===== src/rtl/alu_arb_pkg.sv =====
// Shared opcode encoding and FSM state type for the arbitrated ALU.
package alu_arb_pkg;

  localparam logic [2:0] OP_ADD = 3'b000;
  localparam logic [2:0] OP_SUB = 3'b001;
  localparam logic [2:0] OP_AND = 3'b010;
  localparam logic [2:0] OP_OR  = 3'b011;
  localparam logic [2:0] OP_XOR = 3'b100;
  localparam logic [2:0] OP_SHR = 3'b101;
  localparam logic [2:0] OP_SHL = 3'b110;

  typedef enum logic [1:0] {IDLE, EXEC, RESP} state_e;

endpackage


===== src/rtl/rr_arbiter.sv =====
// Round-robin select: first valid requester searching upward from ptr+1 with wrap.
// Purely combinational, zero latency; no backpressure of its own.
module rr_arbiter #(
  parameter int NUM_REQ = 4,
  parameter int ID_W    = $clog2(NUM_REQ)
) (
  input  logic [NUM_REQ-1:0] valid_i,
  input  logic [ID_W-1:0]    ptr_i,
  output logic [NUM_REQ-1:0] grant_o,
  output logic [ID_W-1:0]    idx_o
);

  always_comb begin
    logic [ID_W-1:0] cand;
    logic            found;
    grant_o = '0;
    idx_o   = '0;
    found   = 1'b0;
    cand    = ptr_i;
    for (int i = 0; i < NUM_REQ; i++) begin
      // explicit wrap keeps non-power-of-two NUM_REQ inside the valid range
      cand = (cand == ID_W'(NUM_REQ - 1)) ? '0 : cand + ID_W'(1);
      if (!found && valid_i[cand]) begin
        found         = 1'b1;
        grant_o[cand] = 1'b1;
        idx_o         = cand;
      end
    end
  end

endmodule


===== src/rtl/alu_arbiter.sv =====
// Round-robin shared 8-bit ALU: accept in cycle T, tagged result valid in T+2, held until rsp_ready_i.
// New requests are refused until the response handshakes; ALU_FLAGS_EN adds registered zero/carry outputs.
module alu_arbiter
  import alu_arb_pkg::*;
#(
  parameter int NUM_REQ = 4,
  parameter int ID_W    = $clog2(NUM_REQ)
) (
  input  logic                 clk_i,
  input  logic                 rst_i,
  input  logic [NUM_REQ-1:0]   req_valid_i,
  input  logic [NUM_REQ*8-1:0] req_a_i,
  input  logic [NUM_REQ*8-1:0] req_b_i,
  input  logic [NUM_REQ*3-1:0] req_op_i,
  output logic [NUM_REQ-1:0]   req_ready_o,
  output logic                 rsp_valid_o,
  input  logic                 rsp_ready_i,
  output logic [ID_W-1:0]      rsp_id_o,
  output logic [7:0]           rsp_data_o
`ifdef ALU_FLAGS_EN
  ,
  output logic                 rsp_zero_o,
  output logic                 rsp_carry_o
`endif
);

  state_e          state_q, state_d;
  logic [ID_W-1:0] ptr_q, ptr_d;
  logic [7:0]      a_q, a_d, b_q, b_d;
  logic [2:0]      op_q, op_d;
  logic            rsp_valid_q, rsp_valid_d;
  logic [ID_W-1:0] rsp_id_q, rsp_id_d;
  logic [7:0]      rsp_data_q, rsp_data_d;
  logic [7:0]      alu_res;

  logic [NUM_REQ-1:0] arb_gnt;
  logic [ID_W-1:0]    arb_idx;
  logic [7:0]         a_arr  [NUM_REQ];
  logic [7:0]         b_arr  [NUM_REQ];
  logic [2:0]         op_arr [NUM_REQ];

  for (genvar k = 0; k < NUM_REQ; k++) begin : g_unpack
    assign a_arr[k]  = req_a_i[8*k +: 8];
    assign b_arr[k]  = req_b_i[8*k +: 8];
    assign op_arr[k] = req_op_i[3*k +: 3];
  end

  rr_arbiter #(.NUM_REQ(NUM_REQ), .ID_W(ID_W)) u_rr (
    .valid_i (req_valid_i),
    .ptr_i   (ptr_q),
    .grant_o (arb_gnt),
    .idx_o   (arb_idx)
  );

`ifdef ALU_FLAGS_EN
  logic       zero_q, zero_d, carry_q, carry_d;
  logic       alu_carry;
  logic [8:0] sum9;
  assign sum9 = {1'b0, a_q} + {1'b0, b_q};
`endif

  // Shift amount is the full 8-bit b, so b >= 8 naturally yields zero.
  always_comb begin
    alu_res = '0;
`ifdef ALU_FLAGS_EN
    alu_carry = 1'b0;
`endif
    case (op_q)
      OP_ADD: begin
`ifdef ALU_FLAGS_EN
        alu_res   = sum9[7:0];
        alu_carry = sum9[8];
`else
        alu_res   = a_q + b_q;
`endif
      end
      OP_SUB: begin
        alu_res = a_q - b_q;
`ifdef ALU_FLAGS_EN
        alu_carry = (a_q < b_q);
`endif
      end
      OP_AND:          alu_res = a_q & b_q;
      OP_OR:           alu_res = a_q | b_q;
      OP_XOR:          alu_res = a_q ^ b_q;
      OP_SHR:          alu_res = a_q >> b_q;
      OP_SHL, 3'b111:  alu_res = a_q << b_q;
      default:         alu_res = '0;
    endcase
  end

  // Grant depends only on state and request valids, never on rsp_ready_i.
  always_comb begin
    state_d     = state_q;
    ptr_d       = ptr_q;
    a_d         = a_q;
    b_d         = b_q;
    op_d        = op_q;
    rsp_valid_d = rsp_valid_q;
    rsp_id_d    = rsp_id_q;
    rsp_data_d  = rsp_data_q;
    req_ready_o = '0;
`ifdef ALU_FLAGS_EN
    zero_d  = zero_q;
    carry_d = carry_q;
`endif
    case (state_q)
      IDLE: begin
        req_ready_o = arb_gnt;
        if (|req_valid_i) begin
          a_d      = a_arr[arb_idx];
          b_d      = b_arr[arb_idx];
          op_d     = op_arr[arb_idx];
          rsp_id_d = arb_idx;
          ptr_d    = arb_idx;
          state_d  = EXEC;
        end
      end
      EXEC: begin
        rsp_data_d  = alu_res;
        rsp_valid_d = 1'b1;
`ifdef ALU_FLAGS_EN
        zero_d  = (alu_res == 8'h00);
        carry_d = alu_carry;
`endif
        state_d = RESP;
      end
      RESP: begin
        if (rsp_ready_i) begin
          rsp_valid_d = 1'b0;
          state_d     = IDLE;
        end
      end
      default: state_d = IDLE;
    endcase
  end

  always_ff @(posedge clk_i) begin
    if (rst_i) begin
      state_q     <= IDLE;
      ptr_q       <= ID_W'(NUM_REQ - 1);
      a_q         <= '0;
      b_q         <= '0;
      op_q        <= '0;
      rsp_valid_q <= 1'b0;
      rsp_id_q    <= '0;
      rsp_data_q  <= '0;
`ifdef ALU_FLAGS_EN
      zero_q      <= 1'b0;
      carry_q     <= 1'b0;
`endif
    end else begin
      state_q     <= state_d;
      ptr_q       <= ptr_d;
      a_q         <= a_d;
      b_q         <= b_d;
      op_q        <= op_d;
      rsp_valid_q <= rsp_valid_d;
      rsp_id_q    <= rsp_id_d;
      rsp_data_q  <= rsp_data_d;
`ifdef ALU_FLAGS_EN
      zero_q      <= zero_d;
      carry_q     <= carry_d;
`endif
    end
  end

  assign rsp_valid_o = rsp_valid_q;
  assign rsp_id_o    = rsp_id_q;
  assign rsp_data_o  = rsp_data_q;
`ifdef ALU_FLAGS_EN
  assign rsp_zero_o  = zero_q;
  assign rsp_carry_o = carry_q;
`endif

endmodule

===== config.mk =====
export PLATFORM = sky130hd
export DESIGN_NAME = alu_arbiter
export DESIGN_NICKNAME = d
export VERILOG_FILES = /design/src/rtl/alu_arb_pkg.sv /design/src/rtl/rr_arbiter.sv /design/src/rtl/alu_arbiter.sv
export SDC_FILE = /design/constraint.sdc
export NUM_CORES = 1
export LEC_CHECK = 0
export ABC_CLOCK_PERIOD_IN_PS = 6500
export BUFFER_PORTS_ARGS = -buffer_cell sky130_fd_sc_hd__buf_2
export CORE_UTILIZATION = 58
export DETAILED_ROUTE_END_ITERATION = 12
export PLACE_DENSITY_LB_ADDON = 0.12
export SLEW_MARGIN = 20
export SYNTH_ARGS = -nofsm -noshare
export SYNTH_HDL_FRONTEND = slang
export SYNTH_SLANG_ARGS = --single-unit

===== constraint.sdc =====
create_clock -name clk_i -period 6.5 [get_ports clk_i]
set_input_delay 0.65 -clock clk_i [delete_from_list [all_inputs] [get_ports clk_i]]
set_output_delay 0.65 -clock clk_i [all_outputs]
set_load 0.02 [all_outputs]

==> results.yml <==
placed_design:
  dpl.hpwl_um: 7110
  port-buffer-count: 97
  placement.setup.worst_slack_ns: 3.45
  routabilityCongestion: 0.948
logic_synthesis:
  synth_cell_types: 67
  compound_gate_portion_of_the_synthesized_area: 0.246
  synthAdderAreaFrac: 0.115
  synth_area_leaders: "sky130_fd_sc_hd__dfxtp_1 19%, sky130_fd_sc_hd__mux2i_1 13%, sky130_fd_sc_hd__ha_1 11%, sky130_fd_sc_hd__mux4_2 5.1%, sky130_fd_sc_hd__o221ai_1 4.9%"
  synthDominantAreaCellType: "sky130_fd_sc_hd__dfxtp_1"
  synth_edf_count: 0
  syn_nets: 533
  seq_area_frac_synth: 0.191
  synth-warning-count: 0
  synth_seq_cells: 34
  dominant_combinational_cell_family_by_area_after_synthesis: "compound AO/OA/AOI/OAI gates"
  asyncSetResetFlopFracSynth: 0
  synthesis.area_per_instance_um2: 8.51
  synth.top_cell.area_share: 0.191
  synth_simple_gate_area_frac: 0.163
  synth_top_flop_cell: "sky130_fd_sc_hd__dfxtp_1"
  synthesis.instances: 418
  post_synth_instance_area_um2: 3560
  fraction_of_synthesized_area_in_multiplexers: 0.192
  synth_xor_area_frac: 0.0246
worst_setup_path:
  cp.arrival_ns: 2.74
  crit_chain: "inv_1 -> ha_1 -> o21ba_2 -> a32oi_1 -> o22ai_1 -> a222oi_1 -> a21oi_1 -> buf_2"
  crit_slowest_cell: "sky130_fd_sc_hd__ha_1"
  crit_path_start_kind: "register"
  worst-setup-path-type: "reg -> out"
  critical_path.max_fanout: 12
  worstSetupEndpointType: "output port"
  critPathMaxStageDelay_ns: 0.55
  crit_required_ns: 5.85
sta:
  timing.final.crit_period_ns: 3.39
  worst-slew-pin-transition_ns: 0.854
  final-max-slew-violation-count: 0
  max_freq_mhz: 295
  setup-tns-final_ns: 0
  setup_ws_ns: 3.11
  finalHoldViolations: 0
  setup_viol_count_final: 0
  worst_clock_skew_ns: 0.00526
  fin_crit_sh: 0.522
  relSlewSlack: 0.430
  grt_setup_unrepaired: "no"
grt:
  grtUsageTotal: 0.299
  grt_antenna_before_repair: 0
  first_global_vias: 3108
  grt_first_pass_wirelength_um: 15200
  globalRouteOverflowTotal: 0
  grt_start_max_net_pins: 40
cts:
  cts.root.buffer_cell: "sky130_fd_sc_hd__clkbuf_8"
  tritoncts_num_sinks: 34
  clock_tree_buf_depth: 2
  clock_latency_ns: 0.29
  h-tree-depth: 2
  clock_tree_from_tritoncts: "built"
  cts-buffers-inserted: 5
  postCtsHoldBufs: 0
  clk_pin_slew_worst_paths_ns: 0.07
  cts.repair.resized: 0
  cts_setup_buffers: 0
floorplan:
  initial_core_util: 0.601
  ios: 98
  std_cell_core_area_um2: 5920
  dieHeight_um: 80.3
  row_count: 28
  die_area_um2: 6450
  fp.dieW_um: 80.3
drt:
  antenna_violating_nets_post_route: 0
  drc: 0
  drtIter0Drc: 261
  average_routed_wire_per_standard_cell_um: 16.4
  detailroute.via_count: 3573
  routed_wirelength_um: 9340
  drtPass1Iterations: 5
  avgViaCountPerCell: 6.26
power:
  power_per_cell_area_nw_per_um2: 314
  max-vdd-ir-drop_mv: 0.198
  overall_power_consumption_mw: 1.30
  power_leakage_nw: 1.87
run_status:
  status: "finished clean"
layout:
  fillerInstances: 487
  areaGrowthSynthToFinish_pct: 15.9
  share_of_post_route_cells_with_drive_strength_above_1: 0.246
  layout.nets: 610
  finish.utilization: 0.697
  num_antenna_cells: 0
hold_path:
  holdCritPathClass: "reg -> reg"
run:
  cap_viol_max_count: 0
## cell type report
cell class / count / area, um^2 / area share
Tap cell: 75 / 93.8 / 0.0227
Sequential cell: 34 / 681 / 0.165
Clock inverter: 2 / 37.5 / 0.00910
Clock buffer: 6 / 72.6 / 0.0176
Timing Repair Buffer: 98 / 493 / 0.120
Multi-Input combinational cell: 329 / 2650 / 0.641
Inverter: 27 / 101 / 0.0246
## synthesized netlist by cell type (10+ instances only)
cell type	count
sky130_fd_sc_hd__a21oi_1	21
sky130_fd_sc_hd__clkbuf_1	16
sky130_fd_sc_hd__dfxtp_1	34
sky130_fd_sc_hd__ha_1	31
sky130_fd_sc_hd__inv_1	24
sky130_fd_sc_hd__mux2i_1	47
sky130_fd_sc_hd__nand2_1	35
sky130_fd_sc_hd__nor2_1	23
sky130_fd_sc_hd__o21ai_0	10
sky130_fd_sc_hd__o221ai_1	20
## critical path, delay by kind of cell, from the launching register on
kind                     cells  cell delay [ns]
flip-flops                   1             0.51
buffers and inverters        2             0.32
adder cells (fa/ha/maj)      1             0.55
AO/OA/AOI/OAI                5             1.06
## report_power, final
part,total [mW],switching (mW),internal [mW]
Clock,0.196,0.0812,0.114
Sequential,0.348,0.0960,0.252
Combinational,0.753,0.404,0.349
## stage by stage
step,cells,instance area [um^2],hold WS (ns)
floorplan,418,3560,0.516
global placement,563,4010,0.439
detailed placement,563,4010,0.452
CTS,571,4120,0.461
global route,571,4130,0.482
finish,571,4130,0.461
## final timing paths
kind,from,endpoint,slack (ns),depth (start not counted)
setup / recovery,ptr_q[0],req_ready_o[1],3.11,8
hold / removal,rsp_id_o[0],rsp_id_o[0],0.46,2
setup reg to reg,b_q[0],rsp_data_o[3],3.43,9
hold reg to reg,rsp_id_o[0],rsp_id_o[0],0.46,2
## sequential cells by signal, summed over array words and instances (netlist names)
| register | cells |
|---|---|
| a_q | 8 |
| b_q | 8 |
| rsp_data_o | 8 |
| op_q | 3 |
| ptr_q | 2 |
| rsp_id_o | 2 |
| state_q | 2 |
| rsp_valid_o | 1 |
## cell families after synthesis
| family | count (synthesis) |
|---|---|
| buf+inv | 55 |
| flops | 34 |
| xor+xnor | 10 |
| compound gates | 119 |
| fa+ha+maj | 32 |
| simple gates | 110 |
| mux | 58 |
## layout by cell type (no fill, tap or decap), drive strengths merged, types with 4 or more instances in the layout
master   n
o211ai   5
buf     98
xnor2    8
nor2    23
a32oi    4
a31oi    5
a222oi   5
a22oi    6
clkbuf   6
nand2   35
dfxtp   34
o221ai  22
o22ai    6
mux2i   47
inv     26
nand3    7
o21ai   14
nor3     8
nor2b    6
ha      31
o21a     4
nor3b    4
mux4     8
a21o     5
a211oi   5
a21oi   21
## routing by layer
layer,vias up,part of all wire,track usage
li1,1741,-,-
met1,1645,0.44,0.380
met2,174,0.48,0.532
met3,13,0.065,0.0500
met4,0,0.011,0.0518
met5,-,0,0
No activity file was read; power rests on OpenSTA's default activity.
